### src/rtl/ondra_printer_capture.sv
`default_nettype none
// ============================================================================
// Module      : ondra_printer_capture
// Description : Captures bytes strobed out of the Ondra parallel printer port
//               into a FWFT FIFO and drives BUSY back to the core.
// Revision    : 1.0 - initial release
// ============================================================================
module ondra_printer_capture #(
   parameter int DEPTH_LOG2 = 4,
   parameter int BUSY_HOLD  = 16
) (
   input  logic                  clk_sys,
   input  logic                  reset,
   input  logic [7:0]            pdata,
   input  logic                  non_stb,
   output logic                  busy,
   output logic [7:0]            out_data,
   output logic                  out_valid,
   input  logic                  out_ready,
   output logic [DEPTH_LOG2:0]   fill,
   output logic                  overflow,
   input  logic                  ovf_clr
);

   localparam int                     c_DEPTH     = 2 ** DEPTH_LOG2;
   localparam int                     c_CNT_W     = (BUSY_HOLD > 1) ? $clog2(BUSY_HOLD) : 1;
   localparam logic [c_CNT_W-1:0]     c_HOLD_LOAD = c_CNT_W'(BUSY_HOLD - 1);
   localparam logic [DEPTH_LOG2:0]    c_FULL      = (DEPTH_LOG2 + 1)'(c_DEPTH);

   typedef enum logic [1:0] {
      S_IDLE    = 2'd0,
      S_CAPTURE = 2'd1,
      S_HOLD    = 2'd2
   } state_t;

   logic                  r_stb_s1;
   logic                  r_stb_s2;
   logic                  r_stb_s2_d;
   logic [7:0]            r_pd_s1;
   logic [7:0]            r_pd_s2;
   logic                  r_live;
   logic                  r_armed;
   state_t                r_state;
   logic [7:0]            r_byte;
   logic [c_CNT_W-1:0]    r_cnt;
   logic                  r_busy;
   logic [7:0]            r_mem [c_DEPTH];
   logic [DEPTH_LOG2-1:0] r_wr_ptr;
   logic [DEPTH_LOG2-1:0] r_rd_ptr;
   logic [DEPTH_LOG2:0]   r_fill;
   logic                  r_overflow;

   logic                  w_fall;
   logic                  w_pop;
   logic                  w_push;
   logic                  w_drop;
   logic [DEPTH_LOG2:0]   w_fill_nx;
   logic                  w_full_nx;

   always_ff @(posedge clk_sys or posedge reset) begin
      if (reset) begin
         r_stb_s1   <= 1'b1;
         r_stb_s2   <= 1'b1;
         r_stb_s2_d <= 1'b1;
         r_pd_s1    <= 8'h00;
         r_pd_s2    <= 8'h00;
         r_live     <= 1'b0;
         r_armed    <= 1'b0;
      end else begin
         r_stb_s1   <= non_stb;
         r_stb_s2   <= r_stb_s1;
         r_stb_s2_d <= r_stb_s2;
         r_pd_s1    <= pdata;
         r_pd_s2    <= r_pd_s1;
         r_live     <= 1'b1;
         // Only arm once the pin itself has been sampled high after reset, so a
         // strobe already low at reset release is never mistaken for a new fall.
         r_armed    <= r_armed | (r_live & r_stb_s1);
      end
   end

   assign w_fall = r_armed & ~r_stb_s2 & r_stb_s2_d;

   assign w_pop  = (r_fill != '0) & out_ready;
   assign w_push = (r_state == S_CAPTURE) & ((r_fill != c_FULL) | w_pop);
   assign w_drop = (r_state == S_CAPTURE) & ~w_push;

   always_comb begin
      w_fill_nx = r_fill;
      if (w_push & ~w_pop) begin
         w_fill_nx = r_fill + 1'b1;
      end else if (~w_push & w_pop) begin
         w_fill_nx = r_fill - 1'b1;
      end
   end

   assign w_full_nx = (w_fill_nx == c_FULL);

   always_ff @(posedge clk_sys or posedge reset) begin
      if (reset) begin
         r_state <= S_IDLE;
         r_byte  <= 8'h00;
         r_cnt   <= '0;
         r_busy  <= 1'b0;
      end else begin
         case (r_state)
            S_IDLE: begin
               if (w_fall) begin
                  r_state <= S_CAPTURE;
                  r_byte  <= r_pd_s2;
                  r_busy  <= 1'b1;
               end else begin
                  r_busy  <= w_full_nx;
               end
            end
            S_CAPTURE: begin
               r_state <= S_HOLD;
               r_cnt   <= c_HOLD_LOAD;
               r_busy  <= 1'b1;
            end
            S_HOLD: begin
               r_busy <= 1'b1;
               if (r_cnt != '0) begin
                  r_cnt <= r_cnt - 1'b1;
               end else if (r_stb_s2) begin
                  r_state <= S_IDLE;
                  r_busy  <= w_full_nx;
               end
            end
            default: begin
               r_state <= S_IDLE;
               r_busy  <= w_full_nx;
            end
         endcase
      end
   end

   always_ff @(posedge clk_sys or posedge reset) begin
      if (reset) begin
         for (int i = 0; i < c_DEPTH; i++) begin
            r_mem[i] <= 8'h00;
         end
         r_wr_ptr   <= '0;
         r_rd_ptr   <= '0;
         r_fill     <= '0;
         r_overflow <= 1'b0;
      end else begin
         if (w_push) begin
            r_mem[r_wr_ptr] <= r_byte;
            r_wr_ptr        <= r_wr_ptr + 1'b1;
         end
         if (w_pop) begin
            r_rd_ptr <= r_rd_ptr + 1'b1;
         end
         r_fill <= w_fill_nx;
         if (ovf_clr) begin
            r_overflow <= 1'b0;
         end else if (w_drop) begin
            r_overflow <= 1'b1;
         end
      end
   end

   assign busy      = r_busy;
   assign out_data  = r_mem[r_rd_ptr];
   assign out_valid = (r_fill != '0);
   assign fill      = r_fill;
   assign overflow  = r_overflow;

endmodule
`default_nettype wire

### config.mk
export PLATFORM = sky130hd
export DESIGN_NAME = ondra_printer_capture
export DESIGN_NICKNAME = d
export VERILOG_FILES = /design/src/rtl/ondra_printer_capture.sv
export SDC_FILE = /design/constraint.sdc
export NUM_CORES = 1
export LEC_CHECK = 0
export CAP_MARGIN = 10
export CORE_MARGIN = 8
export CORE_UTILIZATION = 60
export CTS_CLUSTER_SIZE = 12
export DETAILED_ROUTE_END_ITERATION = 6
export PLACE_DENSITY = 0.79
export SYNTH_ARGS = -nofsm -noshare
export SYNTH_HDL_FRONTEND = slang
export SYNTH_SLANG_ARGS = --single-unit
### constraint.sdc
create_clock -name clk_sys -period 14.5 [get_ports clk_sys]
set_input_delay 2.9 -clock clk_sys [delete_from_list [all_inputs] [get_ports clk_sys]]
set_output_delay 2.9 -clock clk_sys [all_outputs]
set_load 0.01 [all_outputs]
# == Word-level counts from Yosys, hierarchy flattened ==
# Index checks and enable logic that the tools add are counted.
# op_classes
addsub,5
order_cmp,3
n_mul,0
eq_ne,8
div,0
shift,0
n_mux,20
n_reduce_logical,9
n_bitwise,15
# ops
operator,count
$bwmux W128,1
$bmux W8 S4,1
$demux W8 S4,1
$mux W8,3
$ge A5 B5 Y1 const B,2
$mux W5,2
$not A4 Y5,2
$add A4 B1 Y4 const B,2
$and A1 B1 Y1,8
$ne A2 B2 Y1 const B,4
$pmux W4 S2,1
$mux W2,3
$pmux W2 S3,1
$add A5 B1 Y5 const B,1
$eq A5 B5 Y1 const B,1
$lt A5 B1 Y1 const B,1
$mux W1,5
$ne A5 B5 Y1 const B,1
$reduce_bool A5 Y1,1
$sub A5 B1 Y5 const B,1
$mux W4,1
$reduce_and A2 Y1,2
$reduce_bool A2 Y1,2
$reduce_bool A4 Y1,1
9 further kinds,12
# totals
inputBits,13
rom_bits,0
register_bits,178
mem_count,0
latchBits,0
out_inout_bits,16
mem_bits_rw,0

# == Logic depth before layout (Yosys ltp) ==
# Gate-level depths: netlist of the first run.
# logic_depth
depth_word,12
mapped_depth,9
depth_no_buf,7

# == Worst setup path before layout of the first run ==
# OpenSTA, ideal clock, no wires.
# synth_path
path_kind,reg-to-output
startpoint,register r_rd_ptr[0]
endpoint,output out_data[0]
path_stages_with_launch,5
arrival_time_ns,1.992
required_ns,11.600
setup_slack_ns,9.608
path_buffers,2
path_cell_list,dfrtp_1 -> clkbuf_1 -> buf_2 -> mux4_2 -> mux4_2
# synth_via
elab_chain_cells,4
# synth_rtl
element,line,source
from (decl),49,logic [DEPTH_LOG2-1:0] r_rd_ptr;
from (signal assigned),153,r_rd_ptr <= r_rd_ptr + 1'b1;
$not A4 Y5 (not written as such),165,assign out_data = r_mem[r_rd_ptr];
$bmux W8 S4,165,
$mux W8 (not written as such) (2 in series),165,
to (decl),17,"output logic [7:0] out_data,"
# Every way passes these cells. The select of a mux whose other input is x is not followed.

# == Final worst setup path of the first run ==
# Ends and elaborated chain as after synthesis.

==> results.cfg, run 1 <==
[route]
via_count = 4429
routedWlPerCell_um = 22.1
drt.antenna.violating_nets = 0
drcViolationCount = 0
drt-initial-drc-count = 351
routed_wl_um = 16100
vias_per_cell = 6.08
firstDrtPassIters = 5

[clock_network]
cts_tree = built
tritoncts.num_buffers = 17
path_clk_slew_ns = 0.06
holdBufCountCts = 0
cts_max_level = 4
cts_buffer_depth = 2
insertion_delay_ns = 0.43
cts.repair.resized = 0
cts.sink_count = 178
cts_setup_buffers = 0
root_buffer = clkbuf_16

[timing]
final_hold_viol_count = 0
finalSetupViolCount = 0
slew_headroom_pct = 25.0
fin_skew_ns = 0.00654
fmax_mhz = 170
tightest_slew_ns = 1.12
slew_violations = 0
fin_crit_ns = 5.89
fin_crit_sh_pct = 40.6
fin_setup_tns_ns = 0
rsz0062_at_grt = no

[floorplanning]
core_um2 = 13000
dieHeight_um = 130
pin_count = 29
die_x_um = 130
rows = 42
start_util_pct = 60.3
dieArea_um2 = 17000

[power]
p_leak_nw = 4.15
p_per_area_nw_per_um2 = 203
p_total_mw = 1.81
ir_drop_uv = 106

[setup_path]
worstSetupPathType = reg -> out
end_kind = output pin
arrival_ns = 2.99
critPathMaxFanout = 35
start_kind = flop
cp.required_ns = 11.60

[layout]
num_antenna_cells = 0
final_cell_mix = 174 x dfrtp_1, 132 x mux2_2, 40 x mux4_2
syn_to_final_growth_pct = 13.5
layout_commonest_cell = dfrtp_1
nFillCells = 928
final_core_util_pct = 68.5
nets = 561
drive_gt1_share_pct = 39.1

[synthesis]
synth_top_area_cell = dfrtp_1
synth_cell_types = 41
syn_inst = 518
synth_edf_count = 0
ys_dominant_reg_cell = dfrtp_1
seq_area_frac_synth_pct = 56.7
synth_area_leaders = dfrtp_1 56%, mux2_2 19%, mux4_2 11%
syn_area_um2 = 7860
syn_area_per_cell_um2 = 15.2
synth_top_cell_area_share_pct = 55.7
yosys_register_bits = 178
yosysWarnings = 0
syn-num-nets = 540
async_flop_share_pct = 100

[grt]
antenna_found_initial = 0
grt_pass1_vias = 4681
grtUsageTotal_pct = 20.9
gr-total-overflow = 0
grt_start_max_net_pins = 120
grt_pass1_wl_um = 26300

[placement]
port_buffers = 28
dp_hpwl_um = 9710
gp_congestion = 0.793

[job]
cap_viol_max_count = 0

[outcome]
outcome = completed

[min_path]
hold_class = reg -> reg
[cells by family (layout without fill, tap and decap cells)]
family,count (synthesis),in the layout,synth area share [%]
AOI/OAI and AO/OA,23,23,2.04
muxes,179,179,31.3
and+or+nand+nor,81,81,5.39
buffers and inverters,38,72,2.08
other,1,1,0.0477
DFF,178,178,56.7
adders and majority gates,9,9,1.43
xor gates and xnor gates,9,9,1.00
[power by group]
part	leakage [nW]	switching, mW	internal [mW]
clock	0.326	0.185	0.323
sequential	2.33	0.163	0.640
combinational	1.49	0.207	0.295
total	4.15	0.555	1.26
[per-stage QoR]
stage / instances / setup WS (ns) / hold WS [ns] / instance area, um2
global route: 728 / 8.48 / 0.365 / 8920
global placement: 696 / 9.09 / 0.335 / 8260
finish: 728 / 8.61 / 0.348 / 8920
floorplan: 518 / 6.77 / 0.331 / 7860
CTS: 728 / 8.57 / 0.352 / 8920
detailed placement: 696 / 9.05 / 0.336 / 8260
[sequential cells by signal, summed over array words and instances, names as in the netlist, 2 cells and up]
signal,count
r_pd_s1,8
r_mem,128
r_wr_ptr,4
r_cnt,4
r_byte,8
r_state,2
r_rd_ptr,4
fill,5
r_pd_s2,8
[metal layers]
layer | up-vias | global-route usage (%) | share of wire, %
met4 | 0 | 6.82 | 1.3
met2 | 97 | 34.9 | 51
met1 | 2360 | 26.8 | 43
li1 | 1954 | - | -
met3 | 18 | 4.59 | 4.6
met5 | - | 0 | 0
[critical path, cell delays in order, from the launching register on]
cell             delay (ns)
dfrtp_2                0.34
buf_4                  0.55
mux4_2                 0.64
mux4_2                 0.51
clkdlybuf4s50_1        0.51
[synth_stat cells, drive strengths merged (2+ instances only)]
cell / number
a21o: 2
a21oi: 5
a22oi: 3
a32oi: 2
and2: 2
buf: 9
clkbuf: 20
dfrtp: 175
dfstp: 3
ha: 9
inv: 9
mux2: 136
mux2i: 3
mux4: 40
nand2: 20
nand2b: 5
nand3: 20
nand3b: 2
nand4: 5
nor2: 13
nor3: 3
nor3b: 5
o21ai: 5
or3b: 2
xnor2: 9
[final timing paths]
path	from	endpoint	slack [ns]	cells after the start
setup / recovery	r_rd_ptr[0]$_DFFE_PP0P_	out_data[0]	8.61	4
hold / removal	r_pd_s1[1]$_DFF_PP0_	r_pd_s2[1]$_DFF_PP0_	0.35	0
setup reg to reg	r_state[0]$_DFFE_PP0P_	r_mem[72]$_DFFE_PP0P_	11.53	3
hold reg to reg	r_pd_s1[1]$_DFF_PP0_	r_pd_s2[1]$_DFF_PP0_	0.35	0
max in group asynchronous	reset	r_rd_ptr[0]$_DFFE_PP0P_	10.03	3
min in group asynchronous	reset	r_wr_ptr[2]$_DFFE_PP0P_	3.06	2
[layout make-up]
class / instances / area, um2 / share of cell area [%]
multi-input combinational: 302 / 3240 / 36.3
inverter: 9 / 38.8 / 0.435
clock inverter: 10 / 178 / 1.99
tap: 176 / 220 / 2.47
timing repair buffer: 31 / 303 / 3.39
sequential: 178 / 4460 / 50.0
clock buffer: 22 / 484 / 5.43
Power figures use the tool's default switching activity.
==> inputs of run 2 (changes only) <==
Clock period 14.5 ns to 5.9 ns, I/O delays scaled along.
==> results.cfg, run 2 (synthesis results as in run 1) <==
[layout]
layout_commonest_cell = dfrtp_1
drive_gt1_share_pct = 39.1
nets = 562
largest_reg_flops = 128
final_cell_mix = 174 x dfrtp_1, 132 x mux2_2, 40 x mux4_2
regMostFlops = r_mem
num_antenna_cells = 0
final_area_um2 = 8890
syn_to_final_growth_pct = 13.0

[setup_path]
end_kind = output pin
cp.required_ns = 4.72
r2r_cells = 3
critPathMaxFanout = 19
arrival_ns = 3.05
start_kind = flop
worstSetupPathType = reg -> out
ff2ff_setup_slack_ns = 2.86
reg2reg_from = r_state[0]$_DFFE_PP0P_
r2r_end = r_mem[11]$_DFFE_PP0P_

[grt]
grt_pass1_vias = 4690
grt_start_max_net_pins = 97
gr-total-overflow = 0
antenna_found_initial = 0
grt_pass1_wl_um = 25900
grtUsageTotal_pct = 20.8

[route]
drt.antenna.violating_nets = 0
drcViolationCount = 0
drt-initial-drc-count = 326
routedWlPerCell_um = 22.0
firstDrtPassIters = 5
via_count = 4425
vias_per_cell = 6.07
routed_wl_um = 16000

[power]
ir_drop_uv = 282
p_leak_nw = 4.12
p_per_area_nw_per_um2 = 486

[placement]
dp_slack_ns = 1.93
gp_congestion = 0.806
placed_area_um2 = 8270
port_buffers = 28
dp_hpwl_um = 9870

[timing]
slew_violations = 0
fin_crit_sh_pct = 71.7
slew_headroom_pct = 20.1
fin_skew_ns = 0.00630
fin_ws_ns = 1.67
rsz0062_at_grt = no
fmax_mhz = 236
finalSetupViolCount = 0
final_hold_viol_count = 0
fin_setup_tns_ns = 0
tightest_slew_ns = 1.20
fin_crit_ns = 4.23

[min_path]
hold_class = reg -> reg
hold_depth = 0
hold_end = r_pd_s2[1]$_DFF_PP0_
hp-start = r_pd_s1[1]$_DFF_PP0_

[clock_network]
root_buffer = clkbuf_16
cts.sink_count = 178
cts_max_level = 4
cts.repair.resized = 0
holdBufCountCts = 0
cts_tree = built
path_clk_slew_ns = 0.06
insertion_delay_ns = 0.43
cts_setup_buffers = 0
cts_buffer_depth = 2
tritoncts.num_buffers = 17

[floorplanning]
core_um2 = 13000
rows = 42
dieHeight_um = 130
dieArea_um2 = 17000
pin_count = 29
start_util_pct = 60.3
die_x_um = 130

[job]
cap_viol_max_count = 0

[outcome]
outcome = completed
## run 2: worst max-delay path by stage
stage / startpoint / endpoint / slack [ns] / cells past startpoint
final: r_rd_ptr[1]$_DFFE_PP0P_ / out_data[7] / 1.67 / 4
after global routing: r_rd_ptr[1]$_DFFE_PP0P_ / out_data[7] / 1.58 / 4
after CTS: r_rd_ptr[0]$_DFFE_PP0P_ / out_data[7] / 1.46 / 3
after detailed placement: r_rd_ptr[0]$_DFFE_PP0P_ / out_data[5] / 1.93 / 3
after global placement: r_rd_ptr[0]$_DFFE_PP0P_ / out_data[7] / 1.98 / 3
after floorplan: reset / busy$_DFF_PP0_ / 2.44 / 1
## run 2: power breakdown
part | total [mW] | switching (mW) | internal, mW
logic | 1.17 | 0.439 | 0.734
clock network | 1.12 | 0.452 | 0.666
registers | 2.03 | 0.455 | 1.57
total | 4.32 | 1.35 | 2.97
## run 2: critical path, stage by stage (launching register included)
cell             delay [ns]
dfrtp_1                0.86
buf_4                  0.41
mux4_2                 0.34
mux4_2                 0.50
clkdlybuf4s50_1        0.52
## run 2: cell type report
class / instances / area, um2
fillers: 913 / 4150
multi-input cells: 302 / 3240
clock buffers: 23 / 488
clock inverters: 9 / 104
flip-flops and latches: 178 / 4460
repair buffers: 32 / 335
inverters: 9 / 37.5
well taps: 176 / 220
## run 2: routing by layer
metal | routed length (um) | up-vias | part of all wire [%] | GRT usage (%)
li1 | - | 1962 | - | -
met1 | 6760 | 2339 | 42 | 26.9
met2 | 7940 | 98 | 50 | 33.3
met3 | 954 | 26 | 6.0 | 4.87
met4 | 355 | 0 | 2.2 | 8.64
met5 | 0 | - | 0 | 0
## run 2: stage by stage
step / hold slack (ns) / util [%] / total power [mW] / std cells
final: 0.349 / 68.2 / 4.32 / 729
after CTS: 0.351 / 68.0 / 4.33 / 728
after floorplan: 0.331 / - / 2.82 / 518
after global placement: 0.333 / 63.5 / 3.12 / 696
after global routing: 0.354 / 68.2 / 4.55 / 729
after detailed placement: 0.335 / 63.5 / 3.20 / 696
